==> src/rtl/pll_lock_sequencer_pkg.sv <==
// Shared definitions for the PLL lock sequencer: state encoding, default timing
// constants and the saturating event-counter helper.
package pll_seq_pkg;

  typedef enum logic [2:0] {
    S_PLLRST = 3'd0,
    S_WAIT   = 3'd1,
    S_STABLE = 3'd2,
    S_VIDEO  = 3'd3,
    S_RUN    = 3'd4
  } seq_state_e;

  localparam int unsigned DEF_PLL_RST_CYCLES = 16;
  localparam int unsigned DEF_LOCK_TIMEOUT   = 65535;
  localparam int unsigned DEF_STABLE_CYCLES  = 1024;
  localparam int unsigned DEF_STAGE_GAP      = 64;
  localparam int unsigned DEF_CNT_W          = 20;

  // Event counter that sticks at all-ones instead of wrapping.
  function automatic logic [7:0] sat_inc8(input logic [7:0] v);
    return (v == 8'hFF) ? v : v + 8'd1;
  endfunction

endpackage

==> src/rtl/pll_lock_sequencer_sync_2ff.sv <==
// Two-flop synchronizer for a single-bit level crossing into the clk domain.
// Output lags the input by two clk edges; both flops clear on synchronous reset.
module sync_2ff (
  input  logic clk,
  input  logic rst_n,
  input  logic d_i,
  output logic q_o
);

  logic meta_q;
  logic sync_q;

  always_ff @(posedge clk) begin
    if (!rst_n) begin
      meta_q <= 1'b0;
      sync_q <= 1'b0;
    end else begin
      meta_q <= d_i;
      sync_q <= meta_q;
    end
  end

  assign q_o = sync_q;

endmodule

==> src/rtl/pll_lock_sequencer.sv <==
// PLL reset/lock sequencer: pulses the PLL reset, qualifies lock, releases the
// video then core resets, and generates the /4 and /8 clock enables.
module pll_lock_sequencer
  import pll_seq_pkg::*;
#(
  parameter int unsigned PLL_RST_CYCLES = DEF_PLL_RST_CYCLES,
  parameter int unsigned LOCK_TIMEOUT   = DEF_LOCK_TIMEOUT,
  parameter int unsigned STABLE_CYCLES  = DEF_STABLE_CYCLES,
  parameter int unsigned STAGE_GAP      = DEF_STAGE_GAP,
  parameter int unsigned CNT_W          = DEF_CNT_W
) (
  input  logic       clk,
  input  logic       rst_n,
  input  logic       pll_locked,
  input  logic       req_relock,
  output logic       pll_rst,
  output logic       video_rst_n,
  output logic       core_rst_n,
  output logic       ce_pix,
  output logic       ce_half,
  output logic [2:0] seq_state,
  output logic [7:0] relock_count
);

  localparam logic [CNT_W-1:0] LIM_RST    = CNT_W'(PLL_RST_CYCLES - 1);
  localparam logic [CNT_W-1:0] LIM_TO     = CNT_W'(LOCK_TIMEOUT - 1);
  localparam logic [CNT_W-1:0] LIM_STABLE = CNT_W'(STABLE_CYCLES - 1);
  localparam logic [CNT_W-1:0] LIM_GAP    = CNT_W'(STAGE_GAP - 1);

  logic             locked_s;
  seq_state_e       state_q, state_d;
  logic [CNT_W-1:0] cnt_q, cnt_d;
  logic [7:0]       rc_q, rc_d;
  logic [2:0]       div_q, div_d;
  logic             video_d;
  logic             pll_rst_q, video_q, core_q, ce_pix_q, ce_half_q;

  sync_2ff u_lock_sync (
    .clk   (clk),
    .rst_n (rst_n),
    .d_i   (pll_locked),
    .q_o   (locked_s)
  );

  // Lock loss is tested before req_relock so that a coincident request still counts.
  always_comb begin
    state_d = state_q;
    rc_d    = rc_q;
    case (state_q)
      S_PLLRST: begin
        if (cnt_q == LIM_RST) state_d = S_WAIT;
      end
      S_WAIT: begin
        if (locked_s) begin
          state_d = S_STABLE;
        end else if (cnt_q == LIM_TO) begin
          state_d = S_PLLRST;
          rc_d    = sat_inc8(rc_q);
        end
      end
      S_STABLE: begin
        if (!locked_s)                state_d = S_WAIT;
        else if (cnt_q == LIM_STABLE) state_d = S_VIDEO;
      end
      S_VIDEO, S_RUN: begin
        if (!locked_s) begin
          state_d = S_PLLRST;
          rc_d    = sat_inc8(rc_q);
        end else if (req_relock) begin
          state_d = S_PLLRST;
        end else if (state_q == S_VIDEO && cnt_q == LIM_GAP) begin
          state_d = S_RUN;
        end
      end
      default: state_d = S_PLLRST;
    endcase
  end

  assign cnt_d   = (state_d != state_q) ? '0 : cnt_q + CNT_W'(1);
  assign video_d = (state_d == S_VIDEO) || (state_d == S_RUN);

  // div_cnt stays 0 on the first released cycle so the first ce_pix lands in the 4th.
  assign div_d = (video_d && video_q) ? div_q + 3'd1 : 3'd0;

  // Outputs are registered from next-state values so they track state_q exactly.
  always_ff @(posedge clk) begin
    if (!rst_n) begin
      state_q   <= S_PLLRST;
      cnt_q     <= '0;
      rc_q      <= 8'd0;
      div_q     <= 3'd0;
      pll_rst_q <= 1'b1;
      video_q   <= 1'b0;
      core_q    <= 1'b0;
      ce_pix_q  <= 1'b0;
      ce_half_q <= 1'b0;
    end else begin
      state_q   <= state_d;
      cnt_q     <= cnt_d;
      rc_q      <= rc_d;
      div_q     <= div_d;
      pll_rst_q <= (state_d == S_PLLRST);
      video_q   <= video_d;
      core_q    <= (state_d == S_RUN);
      ce_pix_q  <= video_d & (div_d[1:0] == 2'b11);
      ce_half_q <= video_d & (div_d == 3'b111);
    end
  end

  assign pll_rst      = pll_rst_q;
  assign video_rst_n  = video_q;
  assign core_rst_n   = core_q;
  assign ce_pix       = ce_pix_q;
  assign ce_half      = ce_half_q;
  assign seq_state    = state_q;
  assign relock_count = rc_q;

endmodule

==> config.mk <==
export PLATFORM = sky130hd
export DESIGN_NAME = pll_lock_sequencer
export DESIGN_NICKNAME = d
export VERILOG_FILES = /design/src/rtl/pll_lock_sequencer_pkg.sv /design/src/rtl/pll_lock_sequencer_sync_2ff.sv /design/src/rtl/pll_lock_sequencer.sv
export SDC_FILE = /design/constraint.sdc
export NUM_CORES = 1
export LEC_CHECK = 0
export BUFFER_PORTS_ARGS = -buffer_cell sky130_fd_sc_hd__buf_2
export CAP_MARGIN = 20
export CORE_UTILIZATION = 37
export CTS_BUF_LIST = sky130_fd_sc_hd__clkbuf_4 sky130_fd_sc_hd__clkbuf_8
export DETAILED_ROUTE_END_ITERATION = 10
export HOLD_SLACK_MARGIN = 0.06
export PLACE_DENSITY = 0.62
export REMOVE_ABC_BUFFERS = 1
export SYNTH_ARGS = -nofsm -noshare
export SYNTH_HDL_FRONTEND = slang
export SYNTH_HIERARCHICAL = 1
export SYNTH_SLANG_ARGS = --single-unit
==> constraint.sdc <==
create_clock -name clk -period 2.45 [get_ports clk]
set_input_delay 0.49 -clock clk [delete_from_list [all_inputs] [get_ports clk]]
set_output_delay 0.49 -clock clk [all_outputs]
set_load 0.01 [all_outputs]
# Yosys cells after proc, flatten, opt, wreduce, memory -nomap -nowiden
# Index checks and enable logic that the tools add are counted.
# Widths: inputs -> output; s select.
dict set report word_totals {
  wordCells 58
  out_inout_bits 16
  regBits 41
}
dict set report classes {
  n_eq_ne 17
  n_mux 15
  n_addsub 3
  n_bitwise 3
  reduce_logical 9
}
# op n
set op_table {}
lappend op_table {{$mux 8} 4}
lappend op_table {{$mux 3} 9}
lappend op_table {{$add 20x1->20 const B} 1}
lappend op_table {{$eq 20x10->1 const B} 1}
lappend op_table {{$eq 20x16->1 const B} 1}
lappend op_table {{$eq 20x4->1 const B} 1}
lappend op_table {{$eq 20x6->1 const B} 1}
lappend op_table {{$pmux 8 s2} 1}
lappend op_table {{$pmux 3 s4} 1}
lappend op_table {{$eq 3x2->1 const B} 3}
lappend op_table {{$eq 3x3->1 const B} 3}
lappend op_table {{$add 8x1->8 const B} 1}
lappend op_table {{$eq 8x8->1 const B} 1}
lappend op_table {{$logic_not 3->1} 2}
lappend op_table {{$ne 2x2->1 const B} 3}
lappend op_table {{$reduce_and 4->1} 1}
lappend op_table {{$reduce_or 2->1} 2}
lappend op_table {{$add 3x1->3 const B} 1}
lappend op_table {{$eq 3x1->1 const B} 1}
lappend op_table {{$ne 3x3->1} 1}
lappend op_table {{$and 1x1->1} 2}
lappend op_table {{$eq 2x2->1 const B} 1}
lappend op_table {{$logic_and 1x1->1} 2}
lappend op_table {{$reduce_bool 2->1} 1}
lappend op_table {{other kinds (2)} 2}

# Depth between registers and ports, before layout
# Gate-level depths: netlist (run 1).
dict set report depth {
  ltp_word 12
  depth_mapped 8
}

# Modules after synthesis
# The synthesis (run 1) kept the hierarchy.
# module area_each_um2 instances cells_per_inst seq_area_each_um2
set modules_own_cells {}
lappend modules_own_cells {pll_lock_sequencer 1961.9 1 216 780.7}
lappend modules_own_cells {sync_2ff 52.6 1 4 40.0}

# Worst setup path after synthesis (run 1)
# Ideal clock, no wire load.
dict set report synth_path {
  path_type {register to register}
  startpoint {register cnt_q[0]}
  endpoint {register cnt_q[14]}
  path_stages_with_launch 8
  arrival_time_ns 1.762
  path_buffers 1
  period_less_slack_ns 1.876
  required_ns 2.335
  setup_time_ns 0.115
  setup_slack_ns 0.574
  path_cell_list {dfxtp_1 > ha_1 > and3_1 > nand3_1 > or4_1 > nand4_1 > buf_6 > nor2_1}
}
dict set report synth_between {
  elab_chain_cells 8
  word_cells_on_any_way 17
  cone_classes {add/sub: 1; eq/ne: 5; mux: 9; reduce/logical: 2}
}
# element line
set synth_lines {}
lappend synth_lines {{start, declared} pll_lock_sequencer.sv:32} ;# logic [CNT_W-1:0] cnt_q, cnt_d;
lappend synth_lines {{start signal, assigned} pll_lock_sequencer.sv:99} ;# cnt_q <= cnt_d;
lappend synth_lines {{$eq 20x6->1} pll_lock_sequencer.sv:71} ;# end else if (state_q == S_VIDEO && cnt_q == LIM_GAP) begin
lappend synth_lines {{$logic_and 1x1->1} pll_lock_sequencer.sv:71}
lappend synth_lines {{$mux 3} pll_lock_sequencer.sv:71}
lappend synth_lines {{$mux 3} pll_lock_sequencer.sv:69} ;# end else if (req_relock) begin
lappend synth_lines {{$mux 3} pll_lock_sequencer.sv:66} ;# if (!locked_s) begin
lappend synth_lines {{$pmux 3 s4} pll_lock_sequencer.sv:49} ;# case (state_q)
lappend synth_lines {{$ne 3x3->1} pll_lock_sequencer.sv:79} ;# assign cnt_d = (state_d != state_q) ? '0 : cnt_q + CNT_W'(1);
lappend synth_lines {{$reduce_or 2->1 (no source line)} --}
# Parallel ways exist; a longest one is shown, timed or not.
# A chain may end at the register's enable or synchronous reset.

# Worst setup path in the final report (run 1)
dict set report layout_path {
  startpoint {register cnt_q[0]}
  endpoint {register cnt_q[2]}
}
# The elaborated chain is that of the path after synthesis.

==> results of run 1 <==
==> worst paths after layout <==
| path | endpoint | slack (ns) | cells past startpoint |
|---|---|---|---|
| setup / recovery | cnt_q[2] | 0.37 | 7 |
| hold reg to reg | u_lock_sync/q_o | 0.44 | 1 |
| setup reg to reg | cnt_q[2] | 0.37 | 7 |
| hold / removal | u_lock_sync/meta_q | 0.40 | 2 |
==> metrics by stage <==
stage | setup slack, ns | std cells
after floorplan | 0.387 | 212
after global placement | 0.370 | 302
after detailed placement | 0.361 | 302
after CTS | 0.364 | 309
after global routing | 0.219 | 309
final | 0.372 | 309
==> power by group through the flow <==
stage          combinational, µW  clock [µW]  sequential [µW]
2_1_floorplan               17.7           0              692
3_3_place_gp                34.6           0              694
3_5_place_dp                34.3           0              694
4_1_cts                     34.5         465              678
5_1_grt                     39.8         494              679
6_report                    34.2         448              678
==> flip-flops by register name, indices dropped and copies added (netlist names), 3 cells and up <==
name	count
div_q	3
cnt_q	20
seq_state	3
relock_count	8
==> cell families after synthesis <==
group / after synthesis
buffers and inverters: 15
flip-flops: 41
multiplexers: 1
AND/OR/NAND/NOR: 111
adder cells (fa/ha/maj): 4
AO/OA/AOI/OAI: 27
XOR/XNOR: 21
==> routing by layer <==
metal	vias to the layer above	GRT usage, %	routed length [µm]
li1	817	-	-
met1	702	20.2	1930
met2	20	21.4	1640
met3	4	3.84	142
met4	0	5.56	69
met5	-	0	0
==> area by class of cell <==
type	instances	area, µm²	area share, %
tap	70	87.6	3.92
timing repair buffer	20	115	5.16
clock buffer	7	90.1	4.04
sequential	41	821	36.8
inverter	7	26.3	1.18
multi-input combinational	164	1090	48.9
==> worst max-delay path, cell delays in order, from the launching register on <==
cell     delay [ns]
dfxtp_1        0.40
ha_1           0.22
and3_1         0.20
nand3_1        0.21
or4_1          0.56
nand4_1        0.15
buf_12         0.17
nor2_1         0.06
==> cell usage in the layout, fill, tap and decap left out, drive strengths merged, types with 2 or more instances in the layout <==
master,count
or4,5
xor2,11
nor2b,4
a21oi,2
nor4b,2
o21ai,7
xnor2,10
inv,7
nand3,17
nor4,8
ha,4
nand2b,2
and3,8
a21boi,6
clkbuf,7
and2,4
o31ai,4
nand2,15
buf,20
nor2,28
dfxtp,41
or3,5
nor3,2
and4,2
nand4,7
==> impl_metrics.csv, run 1 <==
group,metric,value,unit
timing,post-route-min-period,2.08,ns
place,routabilityCongestion,0.874,
timing,maxSlewHeadroom,67.1,%
cts,clkSinkCount,41,
cells_and_area,final_nets,247,
synthesis,synth_edf_count,0,
die,start_util,38.9,%
power_and_ir_drop,p_total,1160,µW
cells_and_area,drive_gt1_share,15.9,%
detailed_routing,vias,1543,
synthesis,synth_most_common_cell,"dfxtp_1",
synthesis,yosys-top-cells-count,"dfxtp_1, nor2_1, nand3_1, nand2_1, xor2_1",
cts,clock_path_buffers,2,
synthesis,synth.top_cell.area_share,40.7,%
detailed_routing,first_pass_iters,4,
place,dpl_cell_area,2140,µm²
worst_setup_path,cp.arrival,2.25,ns
detailed_routing,vias_per_cell,4.99,
power_and_ir_drop,p_clk_share,38.6,%
worst_setup_path,path_class,"register to register",
cts,cts_resized,0,
synthesis,synth_top_area_cell,"dfxtp_1",
timing,holdWs,0.405,ns
cells_and_area,final_util,43.2,%
cts,hold_buffers,0,
synthesis,synth_compound_area_share,9.44,%
die,fp-row-count,26,
synthesis,synth_cell_type_count,47,
cts,postCtsSetupBuffers,0,
run_status,status,"finished, final reports clean",
die,coreArea,5170,µm²
place,dp_hpwl,2.73,mm
min_path,hold_start,"pll_locked",
grt,antenna_found_initial,0,
die,io_pins,20,
synthesis,synthSimpleGateAreaFrac,32.7,%
synthesis,synthAdderAreaFrac,2.48,%
detailed_routing,drt_iter0_drc,111,
grt,grt_max_degree,23,
power_and_ir_drop,pwr-share-seq,58.4,%
timing,fmax,0.481,GHz
flow_run,maxCapViolCount,0,
cells_and_area,nFillCells,521,
timing,setup_viol,0,
timing,fin_setup_tns,0,ns
die,fp.dieW,75.8,µm
timing,rsz0062_at_grt,"false",
cells_and_area,fin_area,2230,µm²
die,die_h,75.8,µm
synthesis,synth_seq_cells,41,
power_and_ir_drop,total_leakage_power,0.000863,µW
synthesis,ys_warn_count,6,
grt,grt_pass1_vias,1336,
cts,cts_tree,"done",
cells_and_area,syn2layout_area_growth,10.8,%
cts,cts_buffers,5,
cts,cts_max_level,2,
synthesis,ys_async_sr_fraction,0,%
synthesis,yosysSeqAreaShare,40.7,%
detailed_routing,detail_route.wl_per_cell,12.3,µm
synthesis,syn_area,2010,µm²
grt,overflow,0,
cts,clkLatencyLatePin,0.28,ns
detailed_routing,ant_nets,0,
detailed_routing,drcViolationCount,0,
place,io_buffer_count,19,
worst_setup_path,cp-end-kind,"register",
power_and_ir_drop,internal_power,921,µW
cells_and_area,antenna_cells,0,
timing,fin_skew,0.00662,ns
power_and_ir_drop,combPwrFrac,2.9,%
cts,root_buffer,"clkbuf_8",
synthesis,syn_inst,220,
synthesis,syn_area_per_cell,9.16,µm²
synthesis,synth_mux_area_share,0.497,%
power_and_ir_drop,netSwitchingPower,240,µW
synthesis,synth_xor_xnor_area_share,9.13,%
power_and_ir_drop,irDropWorstVdd,0.257,mV
timing,hold_viol_final,0,
timing,tightestPinTransition,0.493,ns
worst_setup_path,required,2.63,ns
timing,report.final.slew_viol_count,0,
worst_setup_path,setup.worst_path.start,"cnt_q[0]",
grt,grt_pass1_wl,6.31,mm
worst_setup_path,critPathLaunchType,"register",
detailed_routing,routed_wl,3.79,mm
timing,period_share,84.8,%
worst_setup_path,crit_fanout,20,
worst_setup_path,r2r_start,"cnt_q[0]",
synthesis,ys.flop_type,"dfxtp_1",
power_and_ir_drop,power_density,520,nW/µm²
die,dieArea,5740,µm²
power_and_ir_drop,swShare,20.7,%
min_path,min_path_type,"input pin to register",
synthesis,synthTopCellsByArea,"dfxtp_1, nor2_1, xor2_1",
cts,path_clk_slew,0.07,ns
synthesis,synth_top_family_by_area,"simple AND/OR/NAND/NOR gates",
grt,track_usage,14.5,%
No activity file was read; power rests on OpenSTA's default activity.
==> run 2: changes to the inputs <==
==> constraint.sdc (replaced) <==
create_clock -name clk -period 2.11 [get_ports clk]
set_input_delay 0.422 -clock clk [delete_from_list [all_inputs] [get_ports clk]]
set_output_delay 0.422 -clock clk [all_outputs]
set_load 0.01 [all_outputs]
==> run 2 against run 1 <==
Compared with the run above:
- register-to-register slack worse by 0.28 ns
- design area up 4.9%
- critical path depth down 1
- combinational power up 49%
- clock power up 21%
- critical endpoint is now cnt_q[4]
- largest cell class unchanged
- via count up 5.0%
- maximum frequency up 3.0%
- worst hold slack worse by 0.085 ns
- largest power group unchanged
- flip-flop and latch count unchanged
- worst setup slack worse by 0.28 ns
- first-iteration DRC count up 16%
- power up 19%
==> impl_metrics.csv, run 2 (synthesized netlist as in run 1, its figures left out) <==
group,metric,value,unit
die,io_pins,20,
cells_and_area,largest_reg_flops,20,
cells_and_area,layout.cells.most_common,"dfxtp_1",
worst_setup_path,crit_top_cell,"nand4_1",
place,place_ws,0.0128,ns
power_and_ir_drop,combPwrFrac,3.7,%
timing,fin_skew,0.0129,ns
place,dp_hpwl,2.79,mm
worst_setup_path,critPathLaunchType,"register",
place,io_buffer_count,19,
flow_run,maxCapViolCount,0,
detailed_routing,routed_wl,3.94,mm
die,fp.dieW,75.8,µm
cells_and_area,syn2layout_area_growth,16.2,%
worst_setup_path,path_class,"register to register",
cts,cts_max_level,2,
cells_and_area,ff_latch_area,822,µm²
detailed_routing,first_pass_iters,4,
die,coreArea,5170,µm²
timing,report.final.slew_viol_count,0,
min_path,min_path_type,"input pin to register",
worst_setup_path,required,2.30,ns
die,fp-row-count,26,
timing,period_share,95.6,%
cells_and_area,drive_gt1_share,21.4,%
timing,fmax,0.496,GHz
power_and_ir_drop,p_clk_share,39.4,%
timing,tightestPinTransition,0.509,ns
cts,clkLatencyLatePin,0.30,ns
cells_and_area,nFillCells,516,
die,dieArea,5740,µm²
place,dpl_cell_area,2220,µm²
die,start_util,38.9,%
worst_setup_path,cp-end-kind,"register",
timing,setup_viol,0,
grt,overflow,0,
detailed_routing,drt_iter0_drc,129,
power_and_ir_drop,total_leakage_power,0.000929,µW
power_and_ir_drop,internal_power,1070,µW
cts,clkSinkCount,41,
cells_and_area,final_cell_mix,"dfxtp_1, nor2_1, buf_2, nand3_1, nand2_1",
cts,hold_buffers,0,
timing,postLayoutSetupSlackWorst,0.0933,ns
cells_and_area,fin_cells,322,
power_and_ir_drop,pwr-share-seq,56.9,%
worst_setup_path,crit_path_cell_trace,"nor4_2 > nand4_1 > or4_1 > nand4_1 > buf_12 > nor2_1",
grt,track_usage,15.1,%
timing,hold_viol_final,0,
timing,post-route-min-period,2.02,ns
timing,maxSlewHeadroom,66.1,%
place,routabilityCongestion,0.864,
worst_setup_path,cpPeakStageDelay,0.54,ns
cts,cts_buffers,5,
cts,cts_tree,"done",
cts,path_clk_slew,0.08,ns
grt,antenna_found_initial,0,
cells_and_area,regMostFlops,"cnt_q",
cells_and_area,antenna_cells,0,
power_and_ir_drop,swShare,22.5,%
grt,grt_pass1_wl,6.50,mm
grt,grt_pass1_vias,1411,
grt,grt_max_degree,23,
worst_setup_path,crit_fanout,20,
power_and_ir_drop,netSwitchingPower,310,µW
detailed_routing,vias_per_cell,5.03,
worst_setup_path,cp.arrival,2.21,ns
timing,rsz0062_at_grt,"true",
timing,fin_setup_tns,0,ns
die,die_h,75.8,µm
run_status,status,"finished, final reports clean",
detailed_routing,ant_nets,0,
power_and_ir_drop,power_density,589,nW/µm²
detailed_routing,drcViolationCount,0,
worst_setup_path,critical_path.slowest_cell,"or4_1",
detailed_routing,vias,1620,
cts,clock_path_buffers,2,
place,placed_cells,313,
detailed_routing,detail_route.wl_per_cell,12.2,µm
power_and_ir_drop,irDropWorstVdd,0.259,mV
cells_and_area,multiInputGateArea,1100,µm²
cells_and_area,fin_area,2340,µm²
cells_and_area,final_nets,259,
cts,root_buffer,"clkbuf_8",
-- run 2: cell count changes in the layout (fill, tap and decap cells not counted), sizes merged --
cell and delta:
buf +12, clkinv +2, clkbuf -1
-- run 2: area by class of cell --
type	count	share of cell area [%]
Tap cell	70	3.74
Clock inverter	2	0.588
Sequential cell	41	35.1
Inverter	7	1.12
Multi-Input combinational cell	164	47.1
Clock buffer	6	3.53
Timing Repair Buffer	32	8.77
-- run 2: power groups by stage --
stage,Sequential (µW),Clock [µW],Combinational (µW)
floorplan,804,0,20.5
global placement,803,0,51.3
detailed placement,803,0,50.7
CTS,784,566,50.9
global route,785,600,56.9
finish,784,543,50.9
-- run 2: final timing paths --
path | cells after the start | slack [ns] | endpoint | startpoint
worst max-delay path | 6 | 0.09 | cnt_q[4] | cnt_q[12]
worst min-delay path | 2 | 0.32 | u_lock_sync/meta_q | pll_locked
worst max register to register | 6 | 0.09 | cnt_q[4] | cnt_q[12]
worst min register to register | 1 | 0.44 | u_lock_sync/q_o | u_lock_sync/meta_q
-- run 2: routing by layer --
metal | vias up | track usage [%] | routed length, µm
met3 | 7 | 4.63 | 123
met1 | 750 | 20.0 | 1990
met4 | 0 | 6.38 | 74
met5 | - | 0 | 0
met2 | 19 | 22.7 | 1750
li1 | 844 | - | -
-- run 2: worst max-delay path: cells and delay by family (launching register included) --
family | cells | cell delay, ns
buf+inv | 1 | 0.17
simple gates | 5 | 1.36
flops | 1 | 0.37
-- run 2: stage by stage --
stage | hold WS, ns | util [%] | power (µW)
floorplan | 0.412 | - | 824
global placement | 0.419 | 43.0 | 854
detailed placement | 0.434 | 43.0 | 853
CTS | 0.311 | 44.9 | 1400
global route | 0.341 | 45.3 | 1440
finish | 0.320 | 45.3 | 1380
-- run 2: timing repair --
item	CTS	global route
buffers inserted	0	1
setup endpoints to repair	0	26
endpoints found under the hold margin	0	0
resized for setup	0	3
